## src/rtl/led_pwm.sv

```systemverilog
// rtl/led_pwm.sv - four-channel 8-bit LED PWM with double-buffered duties and register port
// Pads are active-low; duties written by software take effect only at the count 255->0 wrap.
module led_pwm #(
    parameter int unsigned PRESCALE = 47
) (
    input  logic        clk,
    input  logic        reset,
    input  logic        wr_en,
    input  logic        rd_en,
    input  logic [2:0]  addr,
    input  logic [31:0] wr_data,
    output logic [31:0] rd_data,
    output logic        LED,
    output logic        RGB_R,
    output logic        RGB_G,
    output logic        RGB_B
);

    localparam logic [15:0] PRE_MAX = 16'(PRESCALE - 1);

    logic [3:0][7:0] pend_q, pend_d;
    logic [3:0][7:0] act_q, act_d;
    logic [15:0]     pre_q, pre_d;
    logic [7:0]      cnt_q, cnt_d;
    logic            en_q, en_d;
    logic            wrap_flag_q, wrap_flag_d;
    logic [3:0]      pad_q, pad_d;
    logic [31:0]     rd_data_q, rd_data_d;
    logic [31:0]     rd_val;
    logic            tick;
    logic            wrap;

    always_comb begin
        tick = en_q && (pre_q == PRE_MAX);
        wrap = tick && (cnt_q == 8'hFF);

        pend_d = pend_q;
        if (wr_en && !addr[2]) begin
            pend_d[addr[1:0]] = wr_data[7:0];
        end

        en_d = en_q;
        if (wr_en && (addr == 3'd4)) begin
            en_d = wr_data[0];
        end

        pre_d = (!en_q || tick) ? 16'd0 : pre_q + 16'd1;

        if (!en_q) begin
            cnt_d = 8'd0;
        end else if (tick) begin
            cnt_d = cnt_q + 8'd1;
        end else begin
            cnt_d = cnt_q;
        end

        // Active copies see the pre-write pending values, so a write on the wrap edge waits a period.
        act_d = (!en_q || wrap) ? pend_q : act_q;

        if (wrap) begin
            wrap_flag_d = 1'b1;
        end else if (wr_en && (addr == 3'd5) && wr_data[16]) begin
            wrap_flag_d = 1'b0;
        end else begin
            wrap_flag_d = wrap_flag_q;
        end

        for (int i = 0; i < 4; i++) begin
            pad_d[i] = !(en_q && (cnt_q < act_q[i]));
        end

        case (addr)
            3'd0, 3'd1, 3'd2, 3'd3: rd_val = {24'd0, pend_q[addr[1:0]]};
            3'd4:                   rd_val = {31'd0, en_q};
            3'd5:                   rd_val = {15'd0, wrap_flag_q, cnt_q, 7'd0, en_q};
            default:                rd_val = 32'd0;
        endcase

        rd_data_d = rd_en ? rd_val : rd_data_q;
    end

    always_ff @(posedge clk or negedge reset) begin
        if (!reset) begin
            pend_q      <= '0;
            act_q       <= '0;
            pre_q       <= 16'd0;
            cnt_q       <= 8'd0;
            en_q        <= 1'b0;
            wrap_flag_q <= 1'b0;
            pad_q       <= 4'hF;
            rd_data_q   <= 32'd0;
        end else begin
            pend_q      <= pend_d;
            act_q       <= act_d;
            pre_q       <= pre_d;
            cnt_q       <= cnt_d;
            en_q        <= en_d;
            wrap_flag_q <= wrap_flag_d;
            pad_q       <= pad_d;
            rd_data_q   <= rd_data_d;
        end
    end

    assign rd_data = rd_data_q;
    assign LED     = pad_q[0];
    assign RGB_R   = pad_q[1];
    assign RGB_G   = pad_q[2];
    assign RGB_B   = pad_q[3];

endmodule

```

## config.mk

```make
export PLATFORM = sky130hd
export DESIGN_NAME = led_pwm
export DESIGN_NICKNAME = d
export VERILOG_FILES = /design/src/rtl/led_pwm.sv
export SDC_FILE = /design/constraint.sdc
export NUM_CORES = 1
export LEC_CHECK = 0
export ABC_AREA = 1
export BUFFER_PORTS_ARGS = -buffer_cell sky130_fd_sc_hd__buf_2
export CAP_MARGIN = 20
export CORE_ASPECT_RATIO = 0.6
export CORE_MARGIN = 3
export CORE_UTILIZATION = 36
export DETAILED_ROUTE_END_ITERATION = 8
export SYNTH_ARGS = -nofsm -noshare
export SYNTH_HDL_FRONTEND = slang
export SYNTH_SLANG_ARGS = --single-unit
```

## constraint.sdc

```tcl
create_clock -name clk -period 2.09 [get_ports clk]
set_input_delay 0.418 -clock clk [delete_from_list [all_inputs] [get_ports clk]]
set_output_delay 0.418 -clock clk [all_outputs]
set_load 0.02 [all_outputs]
```

==> results.md <==
* R2R depth at 9
* Worst ir drop on vdd at 0.580 mV
* Vias at 4534
* DR WL/cell at 14.7 µm
* Detailed Place HPWL at 10700 µm
* Pins Over Slew Limit at 0
* Routability cong. at 0.832
* Initial DRC count at 417
* R2R Path End: cnt_q[7]$_DFFE_PN0N_
* Yosys reg bits at 111
* Final period utilization at 0.875
* Sequential area share after synthesis at 0.486
* RR Startpoint: pre_q[0]$_DFF_PN0_
* First-pass GRT wire length at 23700 µm
* Clock sinks at 111
* Via density at 4.68
* Post-route antenna net violation count at 0
* Crit path max fanout at 8
* Pleak at 0.00337 µW
* Total congestion overflow at 0
* Critical Path RT at 2.31 ns
* Std-Cell Rows at 35
* Comb power frac at 0.199
* CTS tree: done
* Crit path time final at 1.83 ns
* Ant. Diodes at 0
* Arr. time, crit path at 2.05 ns
* Fin nets at 831
* Clk_lat worst skew at 0.35 ns
* Routed WL at 14300 µm
* Share of layout cells above drive strength 1 at 0.119
* Chip Height at 104 µm
* Die width at 169 µm
* Worst-path clk slew at 0.08 ns
* Clock Root Buffer: clkbuf_16
* Synth-to-Final Area Change at 13.5%
* Vias in the first global route at 4269
* Slowest cell delay on critical path at 0.43 ns
* Syn_area_per_cell at 8.03 µm²
* Library cells used by synthesis at 33
* Power per Cell Area at 862 mW/mm²
* Final Hold Viols at 0
* Fin Setup TNS at 0 ns
* Unrepaired setup endpoints after global routing: no
* # H-tree levels at 3
* Synthesized area at 0.00572 mm²
* WS Path Type: flop to flop
* Net Sw Frac at 0.327
* # IOs at 75
* Clk pwr share at 0.309
* Full die area at 0.0175 mm²
* Post-CTS setup buffer count at 0
* Total track usage at 0.169
* CP Cell Sequence: inv_1, ha_1, nand3_1, nor2_1, nand2_1, nand2_1, inv_1, nand2_1, o21ai_0
* Post-Synthesis Cells at 713
* CTS Hold Bufs at 0
* Drt first pass iters at 5
* CORE AREA at 0.0155 mm²
* Port Buffer Count at 36
* Final setup fails at 0
* CTS Buf Count at 9
* CTS Buffer Depth at 2
* Most frequent cells in the layout: nand2_1 (249), dfrtp_1 (107), nor2_1 (61), inv_1 (60), nand3_1 (59)
* Status: completed
* Actual slew at the worst max-slew pin at 0.636 ns
* Worst path slowest cell: dfrtp_1
* CP Capture Type: flop
* Commonest non-fill, non-tap cell in the layout: nand2_1
* DRC Markers at 0
* Max Cap Viol at 0
* Internal Power at 3770 µW
* Fmax achieved at 547 MHz
* Initial Util at 0.370
* Pin count of the biggest net entering global routing at 40
* Hold Crit Class: primary input to asynchronous set/reset pin
* Total power at 5600 µW
* Reg2Reg Setup Slack at 0.26 ns
* Slew margin rel. at 0.575
* Initial antenna violation count at 0
* Switch Pwr at 1830 µW
* Synth warnings at 0
* Final Skew at 0.0124 ns
* Top cell by count, worst path: nand2_1
* # resized after CTS at 0
* Crit path launch type: flop
* Sequential Power Share at 0.492
==> area by class of cell <==
type | instances | area, µm²
Fill cell | 1598 | 8960
Clock inverter | 6 | 57.6
Timing Repair Buffer | 58 | 398
Clock buffer | 10 | 239
Sequential cell | 111 | 2780
Inverter | 66 | 248
Tap cell | 203 | 254
Multi-Input combinational cell | 515 | 2510
==> critical path: cells and delay by family, from the launching register on <==
family                   cells  cell delay, ns
AND/OR/NAND/NOR              5            0.71
adder cells (fa/ha/maj)      1            0.17
buffers and inverters        2            0.33
AO/OA/AOI/OAI                1            0.07
flip-flops                   1            0.43
==> registers in the layout, indices dropped and copies added (netlist names) <==
name / flops
act_q: 32
pend_q: 32
rd_data: 17
pre_q: 16
cnt_q: 8
pad_q: 4
en_q: 1
wrap_flag_q: 1
==> cell usage after synthesis <==
master | number | area (µm²)
nand4_2 | 1 | 12.5
o21ai_1 | 15 | 75.1
nor3b_1 | 1 | 7.51
conb_1 | 1 | 3.75
ha_1 | 31 | 388
nor2_2 | 2 | 12.5
a21oi_1 | 15 | 75.1
nor3_1 | 9 | 45.0
nor2_4 | 2 | 22.5
nand3b_1 | 1 | 7.51
clkinv_1 | 1 | 3.75
inv_2 | 5 | 18.8
buf_4 | 15 | 113
nor2_1 | 61 | 229
clkbuf_1 | 3 | 11.3
nand3_2 | 1 | 10.0
xor2_1 | 7 | 61.3
xnor2_1 | 2 | 17.5
buf_2 | 10 | 50.1
o21bai_1 | 1 | 7.51
buf_1 | 3 | 11.3
o31ai_1 | 1 | 7.51
nand3_1 | 59 | 295
dfrtp_1 | 107 | 2680
a211oi_1 | 4 | 30.0
dfstp_2 | 4 | 105
o21ai_4 | 1 | 16.3
nand4_1 | 11 | 68.8
inv_1 | 60 | 225
nand2_1 | 249 | 935
nor3_2 | 1 | 10.0
buf_6 | 4 | 45.0
o21ai_0 | 25 | 125
==> kinds of logic after synthesis <==
group,synth area share
AOI/OAI and AO/OA,0.0588
xor gates and xnor gates,0.0138
adders and majority gates,0.0678
buffers and inverters,0.0835
DFF,0.486
other,0.000655
and+or+nand+nor,0.289
==> per-layer routing <==
layer	vias to the layer above	global-route usage	wire length (µm)
li1	2335	-	-
met1	2080	0.295	8160
met2	112	0.206	5150
met3	7	0.0347	882
met4	0	0.0280	83
met5	-	0	0
==> stage by stage <==
step	instances	util	setup slack (ns)	hold WS, ns	cell area [µm²]
after floorplan	727	-	0.613	0.122	5780
final	969	0.420	0.261	0.0471	6490
after detailed placement	953	0.401	0.300	0.435	6200
after CTS	969	0.420	0.280	0.0530	6490
after global routing	969	0.420	0.0828	0.0634	6490
after global placement	953	0.401	0.308	0.429	6200
==> worst max path at each step <==
stage,endpoint,slack (ns),startpoint,cells after the start
5_1_grt,cnt_q[7]$_DFFE_PN0N_,0.08,pre_q[0]$_DFF_PN0_,9
3_5_place_dp,act_q[17]$_DFFE_PN0P_,0.30,pre_q[0]$_DFF_PN0_,8
6_report,cnt_q[7]$_DFFE_PN0N_,0.26,pre_q[0]$_DFF_PN0_,9
3_3_place_gp,cnt_q[6]$_DFFE_PN0N_,0.31,pre_q[0]$_DFF_PN0_,9
2_1_floorplan,act_q[4]$_DFFE_PN0P_,0.61,cnt_q[1]$_DFFE_PN0N_,7
4_1_cts,cnt_q[7]$_DFFE_PN0N_,0.28,pre_q[0]$_DFF_PN0_,9
==> power groups by stage <==
stage | registers, µW | logic (µW) | clock network (µW)
2_1_floorplan | 2750 | 761 | 0
3_3_place_gp | 2780 | 1100 | 0
3_5_place_dp | 2790 | 1120 | 0
4_1_cts | 2750 | 1130 | 1780
5_1_grt | 2790 | 1300 | 1870
6_report | 2750 | 1120 | 1730
(Power assumes the default switching activity.)
